<file path="src/rtl/bp_mcore_looper.sv">
// Hardware looper: hands out contiguous chunks of [GSTART, GEND) to requesting cores.
// A round-robin arbiter serialises all core accesses onto one register file.
module bp_mcore_looper #(
    parameter int num_core_p   = 4,
    parameter int addr_width_p = 40,
    parameter int data_width_p = 64
) (
    input  logic                                 clk_i,
    input  logic                                 reset_n_i,
    input  logic [num_core_p-1:0]                req_v_i,
    output logic [num_core_p-1:0]                req_ready_o,
    input  logic [num_core_p-1:0]                req_w_i,
    input  logic [num_core_p*addr_width_p-1:0]   req_addr_i,
    input  logic [num_core_p*data_width_p-1:0]   req_data_i,
    output logic [num_core_p-1:0]                resp_v_o,
    input  logic [num_core_p-1:0]                resp_ready_i,
    output logic [num_core_p*data_width_p-1:0]   resp_data_o,
    output logic [num_core_p-1:0]                resp_err_o,
    output logic [1:0]                           dbg_state_o
);

    localparam int ptr_w_lp = (num_core_p > 1) ? $clog2(num_core_p) : 1;
    localparam logic [addr_width_p-1:0] base_lp = addr_width_p'(64'h0050_0000);

    typedef enum logic [1:0] {
        S_IDLE = 2'd0,
        S_RUN  = 2'd1,
        S_DONE = 2'd2
    } state_e;

    state_e                             state_q, state_d;
    logic                               enable_q, enable_d;
    logic [data_width_p-1:0]            gstart_q, gstart_d;
    logic [data_width_p-1:0]            gend_q, gend_d;
    logic [data_width_p-1:0]            next_q, next_d;
    logic [data_width_p-1:0]            asize_q, asize_d;
    logic [ptr_w_lp-1:0]                ptr_q;
    logic [num_core_p-1:0]              resp_v_q, resp_err_q;
    logic [num_core_p*data_width_p-1:0] resp_data_q;

    logic [num_core_p-1:0]   eligible;
    logic                    gnt_v;
    logic [ptr_w_lp-1:0]     gnt_idx;
    logic                    sel_w;
    logic [addr_width_p-1:0] sel_addr;
    logic [data_width_p-1:0] sel_data;
    logic [data_width_p-1:0] rdata;
    logic                    rerr;
    logic [data_width_p-1:0] remaining, asize_eff, chunk;

    // A port may be granted when its response slot is empty or drains on this same edge.
    always_comb begin : arb
        int cand;
        cand        = 0;
        eligible    = req_v_i & (~resp_v_q | resp_ready_i);
        gnt_v       = 1'b0;
        gnt_idx     = '0;
        req_ready_o = '0;
        for (int k = 0; k < num_core_p; k++) begin
            if (!gnt_v) begin
                cand = int'(ptr_q) + k;
                if (cand >= num_core_p) cand = cand - num_core_p;
                if (eligible[cand]) begin
                    gnt_v   = 1'b1;
                    gnt_idx = ptr_w_lp'(cand);
                end
            end
        end
        if (gnt_v) req_ready_o[gnt_idx] = 1'b1;
    end

    assign sel_w    = req_w_i[gnt_idx];
    assign sel_addr = req_addr_i[gnt_idx*addr_width_p +: addr_width_p];
    assign sel_data = req_data_i[gnt_idx*data_width_p +: data_width_p];

    // GEND - NEXT bounds the step so NEXT never passes GEND and never wraps.
    assign remaining = gend_q - next_q;
    assign asize_eff = (asize_q == '0) ? data_width_p'(1) : asize_q;
    assign chunk     = (asize_eff < remaining) ? asize_eff : remaining;

    always_comb begin
        state_d  = state_q;
        enable_d = enable_q;
        gstart_d = gstart_q;
        gend_d   = gend_q;
        next_d   = next_q;
        asize_d  = asize_q;
        rdata    = '0;
        rerr     = 1'b0;
        if (gnt_v) begin
            if (sel_addr == base_lp) begin
                if (sel_w) begin
                    enable_d = sel_data[0];
                    if (sel_data[2]) begin
                        next_d = gstart_q;
                        if (!sel_data[0])            state_d = S_IDLE;
                        else if (gstart_q >= gend_q) state_d = S_DONE;
                        else                         state_d = S_RUN;
                    end else if (state_q == S_IDLE && sel_data[0]) begin
                        next_d  = gstart_q;
                        state_d = (gstart_q >= gend_q) ? S_DONE : S_RUN;
                    end else if (state_q != S_IDLE && !sel_data[0]) begin
                        state_d = S_IDLE;
                    end
                end else begin
                    rdata = {{(data_width_p-2){1'b0}}, state_q == S_DONE, enable_q};
                end
            end else if (sel_addr == base_lp + addr_width_p'(8)) begin
                if (!sel_w)                 rdata    = gstart_q;
                else if (state_q == S_RUN)  rerr     = 1'b1;
                else                        gstart_d = sel_data;
            end else if (sel_addr == base_lp + addr_width_p'(16)) begin
                if (!sel_w)                 rdata  = gend_q;
                else if (state_q == S_RUN)  rerr   = 1'b1;
                else                        gend_d = sel_data;
            end else if (sel_addr == base_lp + addr_width_p'(24)) begin
                if (sel_w) begin
                    rerr = 1'b1;
                end else if (state_q == S_RUN) begin
                    rdata  = next_q;
                    next_d = next_q + chunk;
                    if (chunk == remaining) state_d = S_DONE;
                end else begin
                    rdata = gend_q;
                end
            end else if (sel_addr == base_lp + addr_width_p'(32)) begin
                if (!sel_w)                 rdata   = asize_q;
                else if (state_q == S_RUN)  rerr    = 1'b1;
                else                        asize_d = sel_data;
            end else begin
                rerr = 1'b1;
            end
        end
    end

    always_ff @(posedge clk_i) begin
        if (!reset_n_i) begin
            state_q     <= S_IDLE;
            enable_q    <= 1'b0;
            gstart_q    <= '0;
            gend_q      <= '0;
            next_q      <= '0;
            asize_q     <= data_width_p'(1);
            ptr_q       <= '0;
            resp_v_q    <= '0;
            resp_err_q  <= '0;
            resp_data_q <= '0;
        end else begin
            state_q  <= state_d;
            enable_q <= enable_d;
            gstart_q <= gstart_d;
            gend_q   <= gend_d;
            next_q   <= next_d;
            asize_q  <= asize_d;
            if (gnt_v) begin
                ptr_q <= (int'(gnt_idx) == num_core_p - 1) ? '0 : gnt_idx + 1'b1;
            end
            for (int i = 0; i < num_core_p; i++) begin
                if (gnt_v && gnt_idx == ptr_w_lp'(i)) begin
                    resp_v_q[i]                                <= 1'b1;
                    resp_err_q[i]                              <= rerr;
                    resp_data_q[i*data_width_p +: data_width_p] <= rdata;
                end else if (resp_ready_i[i]) begin
                    resp_v_q[i] <= 1'b0;
                end
            end
        end
    end

    assign resp_v_o    = resp_v_q;
    assign resp_err_o  = resp_err_q;
    assign resp_data_o = resp_data_q;
    assign dbg_state_o = state_q;

endmodule
</file>
<file path="config.mk">
export PLATFORM = sky130hd
export DESIGN_NAME = bp_mcore_looper
export DESIGN_NICKNAME = d
export VERILOG_FILES = /design/src/rtl/bp_mcore_looper.sv
export SDC_FILE = /design/constraint.sdc
export NUM_CORES = 2
export LEC_CHECK = 0
export ABC_AREA = 1
export BUFFER_PORTS_ARGS = -buffer_cell sky130_fd_sc_hd__buf_4
export CAP_MARGIN = 20
export CORE_MARGIN = 3
export CORE_UTILIZATION = 47
export DETAILED_ROUTE_END_ITERATION = 6
export MAX_ROUTING_LAYER = met4
export PLACE_DENSITY = 0.69
export SYNTH_ARGS = -nofsm -noshare
export SYNTH_HDL_FRONTEND = slang
export SYNTH_SLANG_ARGS = --single-unit
export TNS_END_PERCENT = 1
</file>
<file path="constraint.sdc">
create_clock -name clk_i -period 14.3 [get_ports clk_i]
set_input_delay 2.86 -clock clk_i [delete_from_list [all_inputs] [get_ports clk_i]]
set_output_delay 2.86 -clock clk_i [all_outputs]
set_load 0.1 [all_outputs]
</file>
After elaboration in Yosys (flattened, before gate mapping). Index checks and enable logic that the tools add are counted.

$add $sub $neg: 10. $mul: 1. Order comparisons: 12. Equality and inequality tests: 20. Shift operators: 2. Multiplexer cells: 92. Bitwise logic cells: 8. Reduce and logical (&&, ||, !) cells: 23.

Operators with widths (number): two-way mux 64 bit (22); indexed part select 256 x 9 -> 64 bit (1); two-way mux 32 bit (7); == test 40 x 23 -> 1 bit, second input constant (5); indexed part select 160 x 9 -> 40 bit (1); less-than comparator 32 x 4 -> 1 bit, second input constant (4); adder 64 bit (1); == test 64 bit (1); >= comparator 64 bit (1); zero test 64 bit (1); less-than comparator 64 bit (1); subtractor 64 bit (1); two-way mux 2 bit (22); two-way mux 1 bit (34); AND reduction 8 bit (2); nonzero test 2 bit (6); subtractor 3 x 3 -> 4 bit, second input constant (3); binary-select mux 1 bit (select 2 bit) (5); >= comparator 3 bit, second input constant (3); AND reduction 9 bit (1); logical AND 1 bit (7); adder 2 x 2 -> 3 bit, second input constant (2); == test 2 x 1 -> 1 bit, second input constant (3); == test 2 bit, second input constant (3); other kinds (24) (31).

Register bits: 525. Input port bits: 430. Word-level logic and storage cells: 187.

Longest topological paths before layout.
Depth after elaboration: 34. Depth in mapped cells: 51. Mapped depth without buffers: 51.

Least setup slack after synthesis. OpenSTA, ideal clock, no wires.

Kind: input -> output. From: input resp_ready_i[0]. To: output req_ready_o[1]. Arrival time: 6.354 ns. Required time: 11.440 ns. Slack: 5.086 ns. Stages on the path: 19. Buffers on the path: 5. Cells stage by stage: inv_1 a21boi_1 nand2_1 o21ai_1 nand2_1 nand2_1 inv_2 o21ai_1 or2_2 nand3_4 inv_2 buf_1 clkbuf_1 clkbuf_1 ha_1 nand2_1 inv_1 clkbuf_1 clkbuf_1.

Longest elaborated chain between the ends: 17. Elaborated cells between the ends (all ways): 34.

Ends and longest elaborated chain: from (decl) (line 16) `input logic [num_core_p-1:0] resp_ready_i,`; bitwise OR 4 bit * (line 55) `eligible = req_v_i & (~resp_v_q | resp_ready_i);`; AND 4 bit * (line 55); binary-select mux 1 bit (select 2 bit) (line 63) `if (eligible[cand]) begin`; two-way mux 1 bit (not written as such) (2 in series) (line 63); two-way mux 2 bit (2 in series) (line 63); two-way mux 2 bit (line 60) `if (!gnt_v) begin`; two-way mux 2 bit (line 63); two-way mux 2 bit (line 60); two-way mux 2 bit (line 63); two-way mux 2 bit (line 60); less-than comparator 2 x 3 -> 1 bit (not written as such) / >= comparator 2 x 1 -> 1 bit (equally long branches) (line 69) `if (gnt_v) req_ready_o[gnt_idx] = 1'b1;`; logical AND 1 bit (not written as such) (line 69); two-way mux 1 bit (not written as such) (line 69); demux 1 bit (select 2 bit) (line 69); two-way mux 4 bit * (line 69); to (decl) (line 11) `output logic [num_core_p-1:0] req_ready_o,`.

Mark *: on every way between the ends. The rest lies on a longest branch, timed or not. The select of a mux whose other input is x is not followed.

Worst setup path in the final report.
From: register gend_q[0]. To: register next_q[63].

Longest elaborated chain between the ends: 10.

Ends and longest elaborated chain: from (decl) (line 34) `logic [data_width_p-1:0] gend_q, gend_d;`; from (signal assigned) (line 152) `gend_q <= gend_d;`; subtractor 64 bit * (line 77) `assign remaining = gend_q - next_q;`; less-than comparator 64 bit (line 79) `assign chunk = (asize_eff < remaining) ? asize_eff : remaining;`; two-way mux 64 bit * (line 79); adder 64 bit * (line 121) `next_d = next_q + chunk;`; two-way mux 64 bit * (line 119) `end else if (state_q == S_RUN) begin`; two-way mux 64 bit * (line 117) `if (sel_w) begin`; two-way mux 64 bit * (line 116) `end else if (sel_addr == base_lp + addr_width_p'(24)) begin`; two-way mux 64 bit * (line 112) `end else if (sel_addr == base_lp + addr_width_p'(16)) begin`; two-way mux 64 bit * (line 108) `end else if (sel_addr == base_lp + addr_width_p'(8)) begin`; two-way mux 64 bit * (line 91) `if (sel_addr == base_lp) begin`; to (signal assigned) (line 153) `next_q <= next_d;`; to (decl) (line 35) `logic [data_width_p-1:0] next_q, next_d;`.

Marks and branches as above. A chain may end at the register's enable or synchronous reset.

==> results.cfg <==
[global_routing]
grt_pass1_wl_um = 250000
grt_max_degree = 271
grt_usage = 0.408
grt_pass1_vias = 39000
antenna_found_initial = 10
grt-ovfl-total = 0

[clock_tree]
cts_root_buf = clkbuf_16
clkSinkCount = 525
htreeDepth = 2
hold_buffers = 0
cts_setup_buffers = 0
post_cts_resized = 0
clk_latency_ns = 0.66
clockBufferDepth = 3
numCtsBuffers = 59
path_clk_slew_ns = 0.06
cts_tree = done

[floorplanning]
dieWidth_um = 289
initial_core_util = 0.475
num_rows = 103
ios = 700
coreArea_um2 = 79100
die-area_um2 = 83500
dieHeight_um = 289

[cells_and_area]
layout-drive-gt1-share = 0.146
syn2layout_area_growth_pct = 19.9
final_net_count = 6794
multi_input_area_um2 = 23300
register_area_um2 = 10500
n_fill_cell = 7900

[setup_path]
crit_type = register to register
startpoint_type = register
worstPathArrival_ns = 11.19
cp.required_ns = 14.80
crit_path_frequent_cell = nand2_1
cp-end-kind = register
path_max_fanout = 62
cp_slowest_stage_delay_ns = 0.74
cp_slowest_cell = a21boi_0

[yosys]
synth-edff-count = 0
synthArstFlopShare = 0
synthMuxAreaShare = 0.0165
synthCells = 5678
synth.ff_latch_count = 525
ys_warn_count = 0
synth_top_area_share = 0.279
syn-cell-area_um2 = 37600
yosysSeqAreaShare = 0.279
synth_cell_types = 62
synthTopCellsByCount = o21ai_0 (797), a21oi_1 (717), nand2_1 (710)
synth-simple-area-share = 0.190
yosys.area.top_type = dfxtp_1
synth_fp_nets = 6373
synth-adder-area-share = 0.0885
yosysMostFrequentCell = o21ai_0
ys.flop_type = dfxtp_1
synth_area_leaders = dfxtp_1 (28%), o21ai_0 (11%), a21oi_1 (9.5%)
syn_area_per_cell_um2 = 6.63
synth_xor_area_frac = 0.0221
synth_top_family_by_area = compound AO/OA/AOI/OAI gates
synth-compound-area-share = 0.301

[sta]
setup_viol = 0
worst_pin_slew_ns = 1.30
final.period_utilization = 0.748
post-route-min-period_ns = 10.70
hold_viol = 0
whs_ns = 0.468
fmax_ghz = 0.0935
finalSetupTns_ns = 0
fin_skew_ns = 0.0304
rsz0062_at_grt = no
slew_headroom = 0.124
drv_slew = 0

[routing]
wl_per_cell_um = 24.4
antenna_left = 0
drc = 0
first_pass_iters = 6
drt_iter0_drc = 4317
wirelength_um = 176000
via_per_inst = 6.00
vias = 43200

[flow_run]
drv_cap = 0

[min_path]
hold_class = register to register

[placed_design]
numPortBuffers = 699
gp_congestion = 1.08
dp_hpwl_um = 138000

[run_status]
outcome = complete, no violations
==> critical path: cells and delay by family, from the launching register on <==
family                   cells  cell delay [ns]
buffers and inverters        4             0.53
flip-flops                   1             0.36
AND/OR/NAND/NOR             21             4.58
AO/OA/AOI/OAI               12             3.77
adder cells (fa/ha/maj)      4             1.20
==> stage by stage <==
stage | cells | instance area (µm²) | utilization | worst slack, ns
after global routing | 7201 | 45100 | 0.570 | 2.72
after global placement | 7085 | 43000 | 0.544 | 3.64
after floorplan | 5678 | 37600 | - | 5.09
after detailed placement | 7087 | 43100 | 0.544 | 3.85
final | 7202 | 45100 | 0.570 | 3.60
after CTS | 7193 | 45100 | 0.570 | 3.83
==> per-layer routing <==
| metal | vias up | track usage | share of wire |
|---|---|---|---|
| met5 | - | - | 0 |
| met4 | 0 | 0.260 | 0.077 |
| met3 | 447 | 0.0661 | 0.083 |
| met2 | 2123 | 0.629 | 0.45 |
| met1 | 20200 | 0.497 | 0.39 |
| li1 | 20400 | - | - |
==> cells in the final DEF, fill, tap and decap left out, types with 4 or more instances in the layout <==
master / synthesis / final
a21o_1: 18 / 18
nor2_1: 661 / 659
ha_1: 263 / 263
clkinv_2: 0 / 17
nand2_1: 710 / 704
a21oi_1: 717 / 717
mux2i_1: 62 / 62
o21ai_1: 77 / 81
diode_2: 0 / 8
nand3b_1: 4 / 4
nand3_1: 73 / 72
o221ai_1: 11 / 11
clkbuf_8: 0 / 12
nand2_2: 3 / 4
inv_1: 584 / 580
o31ai_1: 66 / 66
o21ai_0: 797 / 793
o211ai_1: 24 / 24
clkbuf_16: 0 / 59
o21bai_1: 17 / 17
nand4_1: 146 / 146
a31oi_1: 48 / 48
o21a_1: 15 / 15
dfxtp_1: 525 / 525
or2_2: 6 / 6
buf_4: 16 / 742
inv_4: 1 / 4
xnor2_1: 27 / 27
a221oi_1: 10 / 10
nor3_1: 25 / 25
o221a_2: 8 / 8
a21boi_0: 7 / 7
o22ai_1: 62 / 62
clkbuf_1: 292 / 10
xor2_1: 68 / 68
nand2_4: 1 / 6
a211oi_1: 148 / 148
bufinv_16: 0 / 6
inv_2: 11 / 8
nor4_1: 60 / 59
==> layout make-up <==
class | instances | area share
tap | 1050 | 0.0291
sequential | 525 | 0.233
clock buffer | 81 | 0.0372
antenna | 8 | 0.000444
inverter | 597 | 0.0500
clock inverter | 25 | 0.00749
timing repair buffer | 748 | 0.126
multi-input combinational | 4168 | 0.517
==> cells by family (layout without fill, tap and decap cells) <==
group | after synthesis | after routing
buf+inv | 985 | 1451
mux | 62 | 62
other cells | 0 | 8
simple gates | 1701 | 1701
fa+ha+maj | 265 | 265
compound gates | 2045 | 2045
flops | 525 | 525
xor+xnor | 95 | 95
==> state kept, by name (all words and copies together), names as in the netlist <==
signal       cells
enable_q         1
ptr_q            2
resp_err_o       4
dbg_state_o      2
gend_q          64
gstart_q        64
asize_q         64
resp_v_o         4
resp_data_o    256
next_q          64
==> worst paths after layout <==
path,start,to,slack (ns),depth (start not counted)
setup reg to reg,gend_q[0],next_q[63],3.60,41
setup / recovery,gend_q[0],next_q[63],3.60,41
hold reg to reg,resp_data_o[65],resp_data_o[65],0.47,2
hold / removal,resp_data_o[65],resp_data_o[65],0.47,2
Power is left out: the tool's default activity adds up to more than one toggle a clock period on the data nets, which glitch-free logic cannot reach.
